`config.mk`:
```
export PLATFORM = sky130hd
export DESIGN_NAME = alu_top
export DESIGN_NICKNAME = d
export VERILOG_FILES = /design/src/rtl/alu_pkg.sv /design/src/rtl/alu_decoder.sv /design/src/rtl/arith_unit.sv /design/src/rtl/cmp_unit.sv /design/src/rtl/logic_unit.sv /design/src/rtl/shift_unit.sv /design/src/rtl/alu_top.sv
export SDC_FILE = /design/constraint.sdc
export NUM_CORES = 1
export LEC_CHECK = 0
export CAP_MARGIN = 20
export CORE_AREA = 2 2 144 146
export DETAILED_ROUTE_END_ITERATION = 12
export DIE_AREA = 0 0 146 148
export HOLD_SLACK_MARGIN = 0.03
export PLACE_DENSITY = 0.78
export SYNTH_ARGS = -nofsm -noshare
export SYNTH_HDL_FRONTEND = slang
export SYNTH_SLANG_ARGS = --single-unit
```
`constraint.sdc`:
```
create_clock -name CLK -period 93.8 [get_ports CLK]
set_input_delay 9.38 -clock CLK [delete_from_list [all_inputs] [get_ports CLK]]
set_output_delay 9.38 -clock CLK [all_outputs]
set_load 0.01 [all_outputs]
```
`src/rtl/alu_pkg.sv`:
```
// -----------------------------------------------------------------------------
// alu_pkg
// Shared definitions for the registered 8-bit ALU slice:
//   - 4-bit opcodes (upper two bits select the function unit,
//     lower two bits select the operation inside that unit)
//   - unit-select encodings for ALU_FUN[3:2]
//   - compare result codes
// -----------------------------------------------------------------------------
package alu_pkg;

  // Arithmetic unit
  localparam logic [3:0] ALU_ADD    = 4'b0000;
  localparam logic [3:0] ALU_SUB    = 4'b0001;
  localparam logic [3:0] ALU_MUL    = 4'b0010;
  localparam logic [3:0] ALU_DIV    = 4'b0011;
  // Logic unit
  localparam logic [3:0] ALU_AND    = 4'b0100;
  localparam logic [3:0] ALU_OR     = 4'b0101;
  localparam logic [3:0] ALU_NAND   = 4'b0110;
  localparam logic [3:0] ALU_NOR    = 4'b0111;
  // Compare unit
  localparam logic [3:0] ALU_CMP_NOP = 4'b1000;
  localparam logic [3:0] ALU_CMP_EQ  = 4'b1001;
  localparam logic [3:0] ALU_CMP_GT  = 4'b1010;
  localparam logic [3:0] ALU_CMP_LT  = 4'b1011;
  // Shift unit
  localparam logic [3:0] ALU_SHR_A  = 4'b1100;
  localparam logic [3:0] ALU_SHL_A  = 4'b1101;
  localparam logic [3:0] ALU_SHR_B  = 4'b1110;
  localparam logic [3:0] ALU_SHL_B  = 4'b1111;

  // Unit select carried on ALU_FUN[3:2]
  typedef enum logic [1:0] {
    SEL_ARITH = 2'b00,
    SEL_LOGIC = 2'b01,
    SEL_CMP   = 2'b10,
    SEL_SHIFT = 2'b11
  } unit_sel_e;

  // Compare result codes
  localparam logic [3:0] CMP_NONE = 4'd0;
  localparam logic [3:0] CMP_EQ   = 4'd1;
  localparam logic [3:0] CMP_GT   = 4'd2;
  localparam logic [3:0] CMP_LT   = 4'd3;

endpackage

```
`src/rtl/alu_decoder.sv`:
```
// -----------------------------------------------------------------------------
// alu_decoder
// Combinational one-hot unit enable from the opcode's unit-select field.
// Ports:
//   sel          in  2  ALU_FUN[3:2]
//   Arith_Enable out 1  sel == 00
//   Logic_Enable out 1  sel == 01
//   CMP_Enable   out 1  sel == 10
//   Shift_Enable out 1  sel == 11
// -----------------------------------------------------------------------------
module alu_decoder
  import alu_pkg::*;
(
  input  logic [1:0] sel,
  output logic       Arith_Enable,
  output logic       Logic_Enable,
  output logic       CMP_Enable,
  output logic       Shift_Enable
);

  // NOTE: every output gets a default before the case so no path leaves a
  // signal unassigned; that is what keeps combinational blocks latch-free.
  always_comb begin
    Arith_Enable = 1'b0;
    Logic_Enable = 1'b0;
    CMP_Enable   = 1'b0;
    Shift_Enable = 1'b0;
    case (unit_sel_e'(sel))
      SEL_ARITH: Arith_Enable = 1'b1;
      SEL_LOGIC: Logic_Enable = 1'b1;
      SEL_CMP:   CMP_Enable   = 1'b1;
      SEL_SHIFT: Shift_Enable = 1'b1;
    endcase
  end

endmodule

```
`src/rtl/arith_unit.sv`:
```
// -----------------------------------------------------------------------------
// arith_unit
// Registered add / subtract / multiply / divide.
// Ports:
//   CLK, RST        clock, synchronous active-high reset
//   enable          unit selected this cycle
//   fun   in 2      ALU_FUN[1:0]
//   A, B  in IN_WIDTH  unsigned operands
//   Arith_OUT  out OUT_WIDTH  result (zero when not enabled)
//   Carry_OUT  out 1          add carry / subtract borrow
//   Arith_Flag out 1          result valid
// -----------------------------------------------------------------------------
module arith_unit
  import alu_pkg::*;
#(
  parameter int IN_WIDTH  = 8,
  parameter int OUT_WIDTH = 16
) (
  input  logic                 CLK,
  input  logic                 RST,
  input  logic                 enable,
  input  logic [1:0]           fun,
  input  logic [IN_WIDTH-1:0]  A,
  input  logic [IN_WIDTH-1:0]  B,
  output logic [OUT_WIDTH-1:0] Arith_OUT,
  output logic                 Carry_OUT,
  output logic                 Arith_Flag
);

  logic [OUT_WIDTH-1:0] a_ext;
  logic [OUT_WIDTH-1:0] b_ext;
  logic [OUT_WIDTH-1:0] sum;
  logic [OUT_WIDTH-1:0] result;
  logic                 carry;

  assign a_ext = OUT_WIDTH'(A);
  assign b_ext = OUT_WIDTH'(B);
  assign sum   = a_ext + b_ext;

  always_comb begin
    result = '0;
    carry  = 1'b0;
    case (fun)
      ALU_ADD[1:0]: begin
        result = sum;
        carry  = sum[IN_WIDTH];
      end
      ALU_SUB[1:0]: begin
        // Wraps modulo 2^OUT_WIDTH; the borrow is reported separately.
        result = a_ext - b_ext;
        carry  = (A < B);
      end
      ALU_MUL[1:0]: result = a_ext * b_ext;
      // Divide by zero yields zero rather than an undefined quotient.
      ALU_DIV[1:0]: result = (B == '0) ? '0 : (a_ext / b_ext);
    endcase
  end

  // NOTE: registered state uses non-blocking assignments so every flop
  // samples pre-edge values regardless of block ordering.
  always_ff @(posedge CLK) begin
    if (RST) begin
      Arith_OUT  <= '0;
      Carry_OUT  <= 1'b0;
      Arith_Flag <= 1'b0;
    end else if (enable) begin
      Arith_OUT  <= result;
      Carry_OUT  <= carry;
      Arith_Flag <= 1'b1;
    end else begin
      Arith_OUT  <= '0;
      Carry_OUT  <= 1'b0;
      Arith_Flag <= 1'b0;
    end
  end

endmodule

```
`src/rtl/cmp_unit.sv`:
```
// -----------------------------------------------------------------------------
// cmp_unit
// Registered comparator producing a small code rather than a bit vector.
// Ports:
//   CLK, RST, enable, fun[1:0], A, B   as for arith_unit
//   CMP_OUT  out 4  0 = no match / NOP, 1 = equal, 2 = greater, 3 = less
//   CMP_Flag out 1  result valid
// -----------------------------------------------------------------------------
module cmp_unit
  import alu_pkg::*;
#(
  parameter int IN_WIDTH = 8
) (
  input  logic                CLK,
  input  logic                RST,
  input  logic                enable,
  input  logic [1:0]          fun,
  input  logic [IN_WIDTH-1:0] A,
  input  logic [IN_WIDTH-1:0] B,
  output logic [3:0]          CMP_OUT,
  output logic                CMP_Flag
);

  logic [3:0] code;

  // Each opcode tests one relation only; a false relation reports CMP_NONE.
  always_comb begin
    code = CMP_NONE;
    case (fun)
      ALU_CMP_NOP[1:0]: code = CMP_NONE;
      ALU_CMP_EQ[1:0]:  code = (A == B) ? CMP_EQ : CMP_NONE;
      ALU_CMP_GT[1:0]:  code = (A >  B) ? CMP_GT : CMP_NONE;
      ALU_CMP_LT[1:0]:  code = (A <  B) ? CMP_LT : CMP_NONE;
    endcase
  end

  always_ff @(posedge CLK) begin
    if (RST) begin
      CMP_OUT  <= CMP_NONE;
      CMP_Flag <= 1'b0;
    end else if (enable) begin
      CMP_OUT  <= code;
      CMP_Flag <= 1'b1;
    end else begin
      CMP_OUT  <= CMP_NONE;
      CMP_Flag <= 1'b0;
    end
  end

endmodule

```
`src/rtl/logic_unit.sv`:
```
// -----------------------------------------------------------------------------
// logic_unit
// Registered bitwise AND / OR / NAND / NOR on IN_WIDTH bits, zero-extended.
// Ports:
//   CLK, RST, enable, fun[1:0], A, B   as for arith_unit
//   Logic_OUT  out OUT_WIDTH  result (zero when not enabled)
//   Logic_Flag out 1          result valid
// -----------------------------------------------------------------------------
module logic_unit
  import alu_pkg::*;
#(
  parameter int IN_WIDTH  = 8,
  parameter int OUT_WIDTH = 16
) (
  input  logic                 CLK,
  input  logic                 RST,
  input  logic                 enable,
  input  logic [1:0]           fun,
  input  logic [IN_WIDTH-1:0]  A,
  input  logic [IN_WIDTH-1:0]  B,
  output logic [OUT_WIDTH-1:0] Logic_OUT,
  output logic                 Logic_Flag
);

  // Inversions happen at operand width so NAND/NOR do not set upper bits.
  logic [IN_WIDTH-1:0] result;

  always_comb begin
    result = '0;
    case (fun)
      ALU_AND[1:0]:  result = A & B;
      ALU_OR[1:0]:   result = A | B;
      ALU_NAND[1:0]: result = ~(A & B);
      ALU_NOR[1:0]:  result = ~(A | B);
    endcase
  end

  always_ff @(posedge CLK) begin
    if (RST) begin
      Logic_OUT  <= '0;
      Logic_Flag <= 1'b0;
    end else if (enable) begin
      Logic_OUT  <= OUT_WIDTH'(result);
      Logic_Flag <= 1'b1;
    end else begin
      Logic_OUT  <= '0;
      Logic_Flag <= 1'b0;
    end
  end

endmodule

```
`src/rtl/shift_unit.sv`:
```
// -----------------------------------------------------------------------------
// shift_unit
// Registered single-bit logical shifts of A or B, zero fill.
// Ports:
//   CLK, RST, enable, fun[1:0], A, B   as for arith_unit
//   SHIFT_OUT  out OUT_WIDTH  result (zero when not enabled)
//   SHIFT_Flag out 1          result valid
// -----------------------------------------------------------------------------
module shift_unit
  import alu_pkg::*;
#(
  parameter int IN_WIDTH  = 8,
  parameter int OUT_WIDTH = 16
) (
  input  logic                 CLK,
  input  logic                 RST,
  input  logic                 enable,
  input  logic [1:0]           fun,
  input  logic [IN_WIDTH-1:0]  A,
  input  logic [IN_WIDTH-1:0]  B,
  output logic [OUT_WIDTH-1:0] SHIFT_OUT,
  output logic                 SHIFT_Flag
);

  logic [OUT_WIDTH-1:0] result;

  // Left shifts keep the bit shifted out of the operand: the result is
  // IN_WIDTH+1 significant bits wide.
  always_comb begin
    result = '0;
    case (fun)
      ALU_SHR_A[1:0]: result = OUT_WIDTH'(A >> 1);
      ALU_SHL_A[1:0]: result = OUT_WIDTH'({A, 1'b0});
      ALU_SHR_B[1:0]: result = OUT_WIDTH'(B >> 1);
      ALU_SHL_B[1:0]: result = OUT_WIDTH'({B, 1'b0});
    endcase
  end

  always_ff @(posedge CLK) begin
    if (RST) begin
      SHIFT_OUT  <= '0;
      SHIFT_Flag <= 1'b0;
    end else if (enable) begin
      SHIFT_OUT  <= result;
      SHIFT_Flag <= 1'b1;
    end else begin
      SHIFT_OUT  <= '0;
      SHIFT_Flag <= 1'b0;
    end
  end

endmodule

```
`src/rtl/alu_top.sv`:
```
// -----------------------------------------------------------------------------
// alu_top
// Registered ALU: a combinational decoder enables one of four function units,
// each of which owns its registered result and valid flag (1-cycle latency).
// Ports:
//   CLK, RST          clock, synchronous active-high reset
//   A, B    in 8      unsigned operands
//   ALU_FUN in 4      opcode ([3:2] unit select, [1:0] operation)
//   *_Enable out 1    combinational one-hot unit enables
//   Arith_OUT/Carry_OUT/Arith_Flag   arithmetic result, carry/borrow, valid
//   Logic_OUT/Logic_Flag             logic result, valid
//   CMP_OUT/CMP_Flag                 compare code, valid
//   SHIFT_OUT/SHIFT_Flag             shift result, valid
// -----------------------------------------------------------------------------
module alu_top
  import alu_pkg::*;
#(
  parameter int IN_WIDTH  = 8,
  parameter int OUT_WIDTH = 16
) (
  input  logic                 CLK,
  input  logic                 RST,
  input  logic [IN_WIDTH-1:0]  A,
  input  logic [IN_WIDTH-1:0]  B,
  input  logic [3:0]           ALU_FUN,
  output logic                 Arith_Enable,
  output logic                 Logic_Enable,
  output logic                 CMP_Enable,
  output logic                 Shift_Enable,
  output logic [OUT_WIDTH-1:0] Arith_OUT,
  output logic                 Carry_OUT,
  output logic                 Arith_Flag,
  output logic [OUT_WIDTH-1:0] Logic_OUT,
  output logic                 Logic_Flag,
  output logic [3:0]           CMP_OUT,
  output logic                 CMP_Flag,
  output logic [OUT_WIDTH-1:0] SHIFT_OUT,
  output logic                 SHIFT_Flag
);

  alu_decoder u_decoder (
    .sel          (ALU_FUN[3:2]),
    .Arith_Enable (Arith_Enable),
    .Logic_Enable (Logic_Enable),
    .CMP_Enable   (CMP_Enable),
    .Shift_Enable (Shift_Enable)
  );

  arith_unit #(.IN_WIDTH(IN_WIDTH), .OUT_WIDTH(OUT_WIDTH)) u_arith (
    .CLK        (CLK),
    .RST        (RST),
    .enable     (Arith_Enable),
    .fun        (ALU_FUN[1:0]),
    .A          (A),
    .B          (B),
    .Arith_OUT  (Arith_OUT),
    .Carry_OUT  (Carry_OUT),
    .Arith_Flag (Arith_Flag)
  );

  logic_unit #(.IN_WIDTH(IN_WIDTH), .OUT_WIDTH(OUT_WIDTH)) u_logic (
    .CLK        (CLK),
    .RST        (RST),
    .enable     (Logic_Enable),
    .fun        (ALU_FUN[1:0]),
    .A          (A),
    .B          (B),
    .Logic_OUT  (Logic_OUT),
    .Logic_Flag (Logic_Flag)
  );

  cmp_unit #(.IN_WIDTH(IN_WIDTH)) u_cmp (
    .CLK      (CLK),
    .RST      (RST),
    .enable   (CMP_Enable),
    .fun      (ALU_FUN[1:0]),
    .A        (A),
    .B        (B),
    .CMP_OUT  (CMP_OUT),
    .CMP_Flag (CMP_Flag)
  );

  shift_unit #(.IN_WIDTH(IN_WIDTH), .OUT_WIDTH(OUT_WIDTH)) u_shift (
    .CLK        (CLK),
    .RST        (RST),
    .enable     (Shift_Enable),
    .fun        (ALU_FUN[1:0]),
    .A          (A),
    .B          (B),
    .SHIFT_OUT  (SHIFT_OUT),
    .SHIFT_Flag (SHIFT_Flag)
  );

endmodule

```
Word-level counts from Yosys, hierarchy flattened:

Index checks and enable logic that the tools add are counted.

* bits in registers: 57
* input bits: 22
* word-level logic and storage cells: 55

* add/subtract/negate cells: 2
* $mul: 1
* div/mod/pow operators: 1
* magnitude comparators: 2
* eq/ne operators: 7
* mux-type cells: 17
* bitwise operators: 8
* reductions and logical operators: 7

Operator list (count)
* case mux 16 bit (4 select lines): 2
* case mux 8 bit (4 select lines): 1
* divider 8 x 8 -> 16 bit: 1
* multiplier 8 x 8 -> 16 bit: 1
* 2-to-1 mux 16 bit: 1
* NOT 8 bit: 2
* case mux 4 bit (4 select lines): 1
* adder 8 x 8 -> 9 bit: 1
* 2-to-1 mux 1 bit: 9
* subtractor 8 x 8 -> 9 bit: 1
* AND 8 bit: 1
* == test 2 bit, second input constant: 4
* == test 8 bit: 1
* greater-than comparator 8 bit: 1
* logical NOT 8 bit: 1
* less-than comparator 8 bit: 1
* OR 8 bit: 1
* OR reduction 2 bit: 4
* == test 2 x 1 -> 1 bit, second input constant: 2
* logical NOT 2 bit: 2
* 2-to-1 mux 2 bit: 2
* NOT 1 bit: 4
* case mux 1 bit (2 select lines): 1

Depth between registers and ports, before layout:

Gate-level depths: netlist of run 1.

* word-level depth: 4
* mapped depth: 141
* depth with buffers taken out: 132

Hierarchy:

Synthesis of run 1 repeated with hierarchy kept, for this count alone.

* cell total of the unflattened synthesis: 1296
* area total of the unflattened synthesis: 9953.3 um^2

Modules (own cells, without submodules)
* arith_unit: times used 1, cells an instance 1161, area each 8622.0 um^2
* shift_unit: times used 1, cells an instance 50, area each 515.5 um^2
* logic_unit: times used 1, cells an instance 39, area each 452.9 um^2
* cmp_unit: times used 1, cells an instance 42, area each 336.6 um^2
* alu_decoder: times used 1, cells an instance 4, area each 26.3 um^2

Worst setup path after synthesis of run 1:

No wires, ideal clock.

* kind: input to register
* start point: in B[2]
* end point: reg u_arith.Arith_OUT[0]
* setup time: 0.139 ns
* arrival time: 37.580 ns
* data required time: 93.661 ns
* slack: 56.081 ns
* stages: 129
* buffers on the path: 11
* path through: clkbuf_1 -> inv_1 -> ha_1 -> o211ai_1 -> a2111oi_4 -> ha_1 -> or3_1 -> o22ai_1 -> mux2_2 -> ha_1 -> or3_1 -> o221a_2 -> o21ai_1 -> mux2i_1 -> inv_1 -> ha_1 -> o211a_1 -> o211ai_1 -> [... 93 more ...] -> o21ai_0 -> a21o_1 -> a21o_1 -> nor4_4 -> buf_2 -> mux2i_1 -> ha_1 -> a21o_1 -> a21oi_1 -> nor2b_1 -> o21ai_0 -> nand2b_1 -> a21oi_1 -> nor2b_1 -> o21ai_0 -> o211a_1 -> and4_1 -> a311oi_1

* cells in the longest elaborated chain, start to end: 3

RTL lines
* start, declared: line alu_top.sv:24 `input logic [IN_WIDTH-1:0] B,`
* divider 8 x 8 -> 16 bit or logical NOT 8 bit (tied branches): line arith_unit.sv:55 `ALU_DIV[1:0]: result = (B == '0) ? '0 : (a_ext / b_ext);`
* 2-to-1 mux 16 bit (*): line arith_unit.sv:55
* case mux 16 bit (4 select lines) (*): line arith_unit.sv:43 `case (fun)`
* end signal, assigned: line arith_unit.sv:67 `Arith_OUT <= result;`
* end, declared: line arith_unit.sv:25 `output logic [OUT_WIDTH-1:0] Arith_OUT,`

Every way passes the cells marked *; elsewhere a longest branch is shown, timed or not.
A chain may end at the register's enable or synchronous reset.

Worst setup path after layout of run 1:

* start point: in B[0]
* end point: reg u_arith.Arith_OUT[0]

* cells in the longest elaborated chain, start to end: 3

RTL lines (line)
* divider 8 x 8 -> 16 bit or logical NOT 8 bit (tied branches): arith_unit.sv:55
* 2-to-1 mux 16 bit: arith_unit.sv:55
* case mux 16 bit (4 select lines) (*): arith_unit.sv:43

Marked as above.

==> results of run 1 <==
==> area by class of cell <==
class / instances / area (um2)
well taps: 270 / 338
clock inverters: 2 / 35.0
inverters: 98 / 368
repair buffers: 77 / 738
multi-input cells: 1114 / 8460
flip-flops and latches: 40 / 801
fillers: 1900 / 9170
clock buffers: 6 / 129
==> cell usage after synthesis, types with 6 or more instances <==
master / n
a211o_1: 8
a211oi_1: 15
a21o_1: 28
a21oi_1: 79
a31oi_1: 10
and2_1: 11
and3_1: 10
buf_2: 6
buf_4: 17
clkbuf_1: 32
dfxtp_1: 40
fa_1: 38
ha_1: 162
inv_1: 96
mux2_2: 17
mux2i_1: 23
nand2_1: 117
nand2b_1: 9
nand3_1: 18
nand4_1: 6
nor2_1: 139
nor2b_1: 14
nor3_1: 42
o211a_1: 9
o211ai_1: 13
o21a_1: 36
o21ai_0: 58
o21ai_1: 12
o21bai_1: 7
o31ai_1: 25
or2_2: 6
or3_1: 11
or4_1: 6
xnor2_1: 51
xor2_1: 19
==> registers in the layout, indices dropped and copies added (netlist names) <==
name	count
u_arith.Arith_OUT	16
u_shift.SHIFT_OUT	9
u_logic.Logic_OUT	8
u_cmp.CMP_OUT	2
u_arith.Arith_Flag	1
u_arith.Carry_OUT	1
u_cmp.CMP_Flag	1
u_logic.Logic_Flag	1
u_shift.SHIFT_Flag	1
==> worst max path at each step <==
stage	startpoint	end
4_1_cts	B[0]	u_arith.Arith_OUT[0]
5_1_grt	B[0]	u_arith.Arith_OUT[0]
6_report	B[0]	u_arith.Arith_OUT[0]
2_1_floorplan	B[2]	u_arith.Arith_OUT[0]
3_5_place_dp	B[0]	u_arith.Arith_OUT[0]
3_3_place_gp	B[2]	u_arith.Arith_OUT[0]
==> metrics by stage <==
stage               setup slack, ns  hold WS (ns)
floorplan                     56.08          9.47
global placement              53.86         10.03
detailed placement            52.61         10.03
CTS                           52.87          9.74
global route                  50.50          9.76
finish                        53.35          9.74
==> critical path, delay by kind of cell <==
family	cells	cell delay (ns)
AO/OA/AOI/OAI	67	14.60
multiplexers	8	2.54
adder cells (fa/ha/maj)	14	4.34
buffers and inverters	9	2.32
AND/OR/NAND/NOR	26	7.34
==> power breakdown <==
part / switching, W / internal, W / leakage (nW)
Sequential: 0.000000206 / 0.0000178 / 0.325
Combinational: 0.000178 / 0.000149 / 4.73
Clock: 0.00000740 / 0.0000125 / 0.0808
==> cells by family (layout without fill, tap and decap cells) <==
family	after synthesis	after routing	synth area share, %
simple gates	418	418	20.6
compound gates	355	355	24.6
buf+inv	155	183	6.65
fa+ha+maj	201	201	28.5
other cells	1	25	0.0382
flops	40	40	8.16
xor+xnor	70	70	6.25
mux	45	45	5.18
==> routing by layer <==
metal	vias to the layer above	global-route usage (%)	wire length, um
met4	0	9.03	997
li1	4684	-	-
met5	-	0	0
met1	4402	30.9	11400
met2	396	43.8	12800
met3	89	2.44	1870
==> metrics.yaml, run 1 <==
drt:
  first_pass_iters: 5
  num_vias: 9571
  drc: 0
  drtAntennaViolNets: 0
  drtIter0Drc: 739
  routedWlPerCell_um: 16.9
  viasPerCell: 5.96
  drt_wl_total_um: 27100
layout:
  final_common_cell: "ha_1"
  final_cell_area_um2: 10900
  fin_nets: 1558
  utilization_pct: 54.2
  area_delta_synth_final_pct: 10.7
  final_cells: 1607
  diodes: 0
  drive_gt1_share_pct: 5.24
  final_cell_mix: "ha_1, nor2_1, nand2_1, inv_1, a21oi_1"
synth:
  synth-main-ff-cell: "dfxtp_1"
  synth_largest_area_cell: "ha_1"
  synth_edf_count: 0
  ys_ff_latch: 40
  netlist_area_um2: 9810
  synth-async-reset-ratio_pct: 0
  synth.area.top_cells: "ha_1, dfxtp_1, fa_1"
  yosysSeqAreaShare_pct: 8.16
  avgSynthCellArea_um2: 7.64
  yosysTopAreaCellShare_pct: 20.7
  yosysWarnings: 0
  netlist_instances: 1285
  synthDistinctLibCells: 85
cts:
  clockRootBuffer: "clkbuf_16"
  cts_tree: "built"
  cts_buffers: 5
  clockBufferDepth: 2
  h-tree-depth: 2
  ctsHoldBuffers: 0
  cts_setup_buffers: 0
  cts.sinks: 40
  post_cts_resized: 0
  clkSlewWorstSetupHoldPaths_ns: 0.07
worst_setup_path:
  cp_slowest_cell: "nor4_4"
  cpPeakStageDelay_ns: 0.78
  crit_top_cell: "o21a_1"
  setup.worst_path.end_class: "flop"
  crit_fanout: 18
  crit_arrival_ns: 40.61
  critical_path_class: "in2reg"
  cp.required_ns: 93.96
  critPathLaunchType: "input pin"
floorplan:
  floorplan.initialDensity_pct: 49.0
  dieArea_um2: 21600
  core_um2: 20000
  rows: 52
  ios: 83
  die-width_um: 146
  die_y_um: 148
timing:
  slew_headroom_pct: 29.5
  setup_viol: 0
  finalWorstPathRequiredPeriod_ns: 40.45
  fin_crit_sh_pct: 43.1
  worst_pin_slew_ns: 1.05
  fmax_mhz: 24.7
  hold_viol: 0
  finalSetupTns_ns: 0
  slew_violations: 0
  rsz0062_at_grt: "false"
global_route:
  track_usage_pct: 24.6
  grt_pass1_wl_um: 44300
  grt_max_degree: 38
  first_global_vias: 9147
  antenna_found_initial: 0
  grt.overflow.total: 0
place:
  dp_cells: 1597
  numPortBuffers: 65
  hpwl_um: 21300
  place.gp.congestion: 0.958
  placed_cell_area_um2: 10700
power:
  peakVddDrop_mv: 0.0400
  total_power_w: 0.000365
  p_leak_nw: 5.13
  power_density_nw_per_um2: 33.6
worst_hold_path:
  whs_path_depth: 2
  hp-class: "in2reg"
  hold_end: "u_cmp.CMP_Flag"
  min-delay-start: "RST"
outcome:
  status: "finished, final reports clean"
flow_run:
  cap_violations: 0
No activity file was read; power rests on OpenSTA's default activity.
==> run 2: changes to the inputs <==
Settings changed: PLACE_DENSITY 0.78 to 0.81.
Clock period 93.8 ns to 35.6 ns, I/O delays scaled along.
==> run 2 against run 1 <==
  * Cell count rose by 0.25%
  * Global-route usage up 0.21 points
  * Setup slack worse by 51 ns
  * Combinational power rose to 2.7 times the previous value
  * Routed wire length rose by 0.83%
  * Core utilization rose by 0.27 points
  * Final area grew 0.50%
  * Total power grew to 2.7 times the previous value
  * Via count grew 1.4%
  * Clock-buffer cell count fell by 1
  * Sequential cell count stayed put
  * Largest cell class unchanged
  * Largest power group unchanged
==> metrics.yaml, run 2 (synthesized netlist as in run 1, its figures left out) <==
drt:
  routedWlPerCell_um: 17.0  # +0.58%
  num_vias: 9703  # +1.4%
  drt_wl_total_um: 27400  # +0.83%
  viasPerCell: 6.02  # +1.1%
  drc: 0  # unchanged
  first_pass_iters: 6  # +1
  drtAntennaViolNets: 0  # unchanged
  drtIter0Drc: 774  # +4.7%
worst_setup_path:
  cp_top_family: "compound AO/OA/AOI/OAI gates"
  crit_fanout: 20  # +2
  cp.required_ns: 35.76  # -58.20 ns
  cp_num_buf_inv: 12  # +3
  crit_top_cell: "o21a_1"
  cp_slowest_cell: "clkdlybuf4s50_1"
  crit_arrival_ns: 33.10  # -7.51 ns
  critical_path_class: "in2reg"
  critPathLaunchType: "input pin"
  setup.worst_path.end_class: "flop"
  cpPeakStageDelay_ns: 0.84  # +0.06 ns
cts:
  h-tree-depth: 2  # unchanged
  cts_tree: "built"
  cts_setup_buffers: 0  # unchanged
  cts.sinks: 40  # unchanged
  clockRootBuffer: "clkbuf_16"
  post_cts_resized: 0  # unchanged
  clockBufferDepth: 2  # unchanged
  clkSlewWorstSetupHoldPaths_ns: 0.07  # about the same
  ctsHoldBuffers: 0  # unchanged
  cts_buffers: 5  # unchanged
floorplan:
  rows: 52  # unchanged
  dieArea_um2: 21600  # unchanged
  die-width_um: 146  # unchanged
  core_um2: 20000  # unchanged
  floorplan.initialDensity_pct: 49.0  # unchanged
  die_y_um: 148  # unchanged
  ios: 83  # unchanged
timing:
  slew_headroom_pct: 31.9  # +2.4 points
  setup_viol: 0  # unchanged
  fin_crit_sh_pct: 92.5
  slew_violations: 0  # unchanged
  hold_viol: 0  # unchanged
  rsz0062_at_grt: "false"
  worst_pin_slew_ns: 1.02  # -0.0358 ns
  finalSetupTns_ns: 0  # unchanged
  finalWorstSetupSlack_ns: 2.66  # -50.69 ns
  fmax_mhz: 30.4
  finalWorstPathRequiredPeriod_ns: 32.94
power:
  power_density_nw_per_um2: 90.0  # +170%
  p_leak_nw: 5.16  # +0.59%
  peakVddDrop_mv: 0.113  # +180%
layout:
  final_cell_mix: "ha_1, nor2_1, nand2_1, inv_1, a21oi_1"
  fin_nets: 1562  # +0.26%
  largest_register_ffs: 16  # unchanged
  area_delta_synth_final_pct: 11.3
  regMostFlops: "u_arith.Arith_OUT"
  diodes: 0  # unchanged
  final_cell_area_um2: 10900  # +0.50%
  reg_top3: "u_arith.Arith_OUT x16, u_shift.SHIFT_OUT x9, u_logic.Logic_OUT x8"
  final_common_cell: "ha_1"
  nFillCells: 1900  # unchanged
  drive_gt1_share_pct: 5.74  # +0.51 points
global_route:
  grt.overflow.total: 0  # unchanged
  antenna_found_initial: 0  # unchanged
  grt_pass1_wl_um: 44900  # +1.4%
  grt_max_degree: 38  # unchanged
  first_global_vias: 9474  # +3.6%
  track_usage_pct: 24.8  # +0.21 points
place:
  numPortBuffers: 65  # unchanged
  dp_slack_ns: 1.33  # -51.28 ns
  placed_cell_area_um2: 10700  # +0.28%
  hpwl_um: 21300  # +0.32%
  place.gp.congestion: 0.970  # +1.3%
worst_hold_path:
  hp-class: "in2reg"
flow_run:
  cap_violations: 0  # unchanged
outcome:
  status: "finished, final reports clean"
## run 2: final cells by class
type | count | area, um2 | share of cell area [%]
Clock buffer | 5 | 125 | 1.15
Clock inverter | 3 | 46.3 | 0.424
Inverter | 98 | 368 | 3.37
Multi-Input combinational cell | 1114 | 8470 | 77.6
Sequential cell | 40 | 801 | 7.33
Tap cell | 270 | 338 | 3.09
Timing Repair Buffer | 81 | 771 | 7.06
## run 2: report_power, final
group / internal, W / leakage [nW] / switching (W)
clock: 0.0000334 / 0.0804 / 0.0000206
combinational: 0.000404 / 4.76 / 0.000477
sequential: 0.0000470 / 0.325 / 0.000000600
## run 2: metal layers
layer	wire (um)	track usage, %	part of all wire, %	vias up
li1	-	-	-	4691
met1	11400	29.8	42	4551
met2	13300	45.8	49	384
met3	1900	2.78	6.9	77
met4	776	8.69	2.8	0
met5	0	0	0	-
## run 2: path summary, 6_finish.rpt
check | from | to | slack, ns | cells after the start
worst min-delay path | RST | u_cmp.CMP_Flag | 3.92 | 2
worst max-delay path | B[2] | u_arith.Arith_OUT[0] | 2.66 | 129
## run 2: per-stage QoR
stage                     std cells  util, %  total power [W]  hold WS [ns]
after global placement         1601     53.5         0.000901          4.21
after detailed placement       1601     53.5         0.000917          4.22
after global routing           1611     54.5          0.00111          3.94
after CTS                      1609     54.4         0.000978          3.93
final                          1611     54.5         0.000983          3.92
after floorplan                1309        -         0.000761          3.65
==> run 3: changes to the inputs <==
Settings changed: CORE_AREA 2 2 144 146 to 2 2 184 186, DIE_AREA 0 0 146 148 to 0 0 186 188, PLACE_DENSITY 0.81 to 0.57.
==> run 3 against run 2 <==
  * Clock-buffer cell count is the same
  * Combinational power rose by 3.9%
  * Die area rose by 62%
  * Routed wire length grew 5.1%
  * Clock power down 3%
  * Largest power group unchanged
  * Final area is 2.4% higher
  * Sequential power is essentially flat
==> metrics.yaml, run 3 (synthesized netlist as in run 1, its figures left out) <==
place:
  place.gp.congestion: 0.878  # -9.4%
  numPortBuffers: 65  # unchanged
  dp_cells: 1779  # +11%
  hpwl_um: 22600  # +5.9%
layout:
  drive_gt1_share_pct: 6.24  # +0.49 points
  fin_nets: 1568  # +0.38%
  final_cells: 1795  # +11%
  largest_register_ffs: 16  # unchanged
  final_common_cell: "ha_1"
  diodes: 0  # unchanged
  nFillCells: 3502  # +84%
  regMostFlops: "u_arith.Arith_OUT"
  area_delta_synth_final_pct: 14.0
  final_cell_mix: "ha_1, nor2_1, nand2_1, inv_1, a21oi_1"
  reg_top3: "u_arith.Arith_OUT x16, u_shift.SHIFT_OUT x9, u_logic.Logic_OUT x8"
global_route:
  antenna_found_initial: 0  # unchanged
  track_usage_pct: 16.4  # -8.4 points
  grt_max_degree: 38  # unchanged
  grt.overflow.total: 0  # unchanged
  first_global_vias: 8985  # -5.2%
  grt_pass1_wl_um: 46400  # +3.3%
drt:
  drtIter0Drc: 622  # -20%
  num_vias: 9318  # -4.0%
  viasPerCell: 5.19  # -14%
  first_pass_iters: 6  # unchanged
  drc: 0  # unchanged
  routedWlPerCell_um: 16.0  # -5.6%
  drtAntennaViolNets: 0  # unchanged
  drt_wl_total_um: 28800  # +5.1%
timing:
  setup_viol: 0  # unchanged
  slew_headroom_pct: 29.3  # -2.6 points
  rsz0062_at_grt: "false"
  slew_violations: 0  # unchanged
  finalWorstPathRequiredPeriod_ns: 33.02  # +0.0812 ns
  hold_viol: 0  # unchanged
  fmax_mhz: 30.3  # -0.25%
  finalSetupTns_ns: 0  # unchanged
  worst_pin_slew_ns: 1.06  # +0.0381 ns
  fin_crit_sh_pct: 92.7  # +0.23 points
floorplan:
  core_um2: 33100  # +65%
  dieArea_um2: 35000  # +62%
  floorplan.initialDensity_pct: 29.6  # -19 points
  die_y_um: 188  # +27%
  die-width_um: 186  # +27%
  ios: 83  # unchanged
  rows: 67  # +29%
cts:
  clkSlewWorstSetupHoldPaths_ns: 0.06  # about the same
  clockBufferDepth: 2  # unchanged
  ctsHoldBuffers: 0  # unchanged
  cts_buffers: 5  # unchanged
  cts.sinks: 40  # unchanged
  cts_tree: "built"
  h-tree-depth: 2  # unchanged
  clockRootBuffer: "clkbuf_16"
worst_setup_path:
  critPathLaunchType: "input pin"
  cpPeakStageDelay_ns: 0.87  # +0.03 ns
  crit_arrival_ns: 33.18  # +0.08 ns
  critical_path_class: "in2reg"
  crit_fanout: 17  # -15%
  setup.worst_path.end_class: "flop"
  cp_slowest_cell: "or4_1"
  crit_top_cell: "o21a_1"
  cp.required_ns: 35.76  # about the same
outcome:
  status: "finished, final reports clean"
power:
  power_density_nw_per_um2: 90.8  # +0.85%
  peakVddDrop_mv: 0.118  # +4.4%
  p_leak_nw: 5.19  # +0.53%
flow_run:
  cap_violations: 0  # unchanged
worst_hold_path:
  hp-class: "in2reg"
==> run 3: cell count changes in the layout (fill, tap and decap cells not counted) <==
cell      before  now
a21oi_1       79   78
o21ai_0       58   57
o21ai_1       12   13
buf_4         14   20
clkinv_2       0    1
buf_2          0    1
inv_6          1    0
a21oi_2        1    2
clkbuf_4       2    1
==> run 3: cell type report <==
| cell class | instances | area [um2] | area share [%] |
|---|---|---|---|
| repair buffers | 87 | 813 | 7.27 |
| well taps | 448 | 561 | 5.01 |
| multi-input cells | 1114 | 8480 | 75.8 |
| clock inverters | 3 | 42.5 | 0.380 |
| clock buffers | 5 | 125 | 1.12 |
| inverters | 98 | 368 | 3.29 |
| flip-flops and latches | 40 | 801 | 7.16 |
==> run 3: routing by layer <==
layer	up-vias	share of wire [%]	track usage [%]
met5	-	0	0
met4	0	1.9	4.39
met3	38	3.7	1.03
met2	215	49	29.9
met1	4372	45	20.7
li1	4693	-	-
==> run 3: final timing paths <==
check,startpoint,endpoint,slack (ns),cells past startpoint
max,B[6],u_arith.Arith_OUT[0],2.58,125
min,RST,u_cmp.CMP_Flag,3.91,2
==> run 3: critical path: cells and delay by family <==
| family | cells | cell delay (ns) |
|---|---|---|
| AO/OA/AOI/OAI | 66 | 13.79 |
| adder cells (fa/ha/maj) | 13 | 4.00 |
| buffers and inverters | 9 | 2.53 |
| multiplexers | 8 | 2.40 |
| AND/OR/NAND/NOR | 29 | 6.88 |
==> run 3: per-stage QoR <==
stage / worst slack [ns] / total power, W / util (%) / hold WS (ns) / instance area (um2)
after floorplan: 3.70 / 0.000761 / - / 3.65 / 9900
after global placement: 1.44 / 0.000907 / 33.0 / 4.22 / 10900
after detailed placement: 0.665 / 0.000914 / 33.0 / 4.22 / 10900
after CTS: 0.864 / 0.000974 / 33.6 / 3.92 / 11100
after global routing: 0.147 / 0.00115 / 33.8 / 3.94 / 11200
final: 2.58 / 0.00102 / 33.8 / 3.91 / 11200
==> run 3: what timing repair did <==
| action | 4_1_cts | 5_1_grt |
|---|---|---|
| setup buffers | 0 | 6 |
| gates resized for setup | 0 | 4 |
| endpoints found under the setup margin | 0 | 1 |
==> run 3: where the power goes <==
| part | internal (W) | total (W) | switching, W |
|---|---|---|---|
| Clock | 0.0000329 | 0.0000525 | 0.0000195 |
| Sequential | 0.0000470 | 0.0000475 | 0.000000494 |
| Combinational | 0.000429 | 0.000915 | 0.000486 |
| Total | 0.000509 | 0.00102 | 0.000506 |
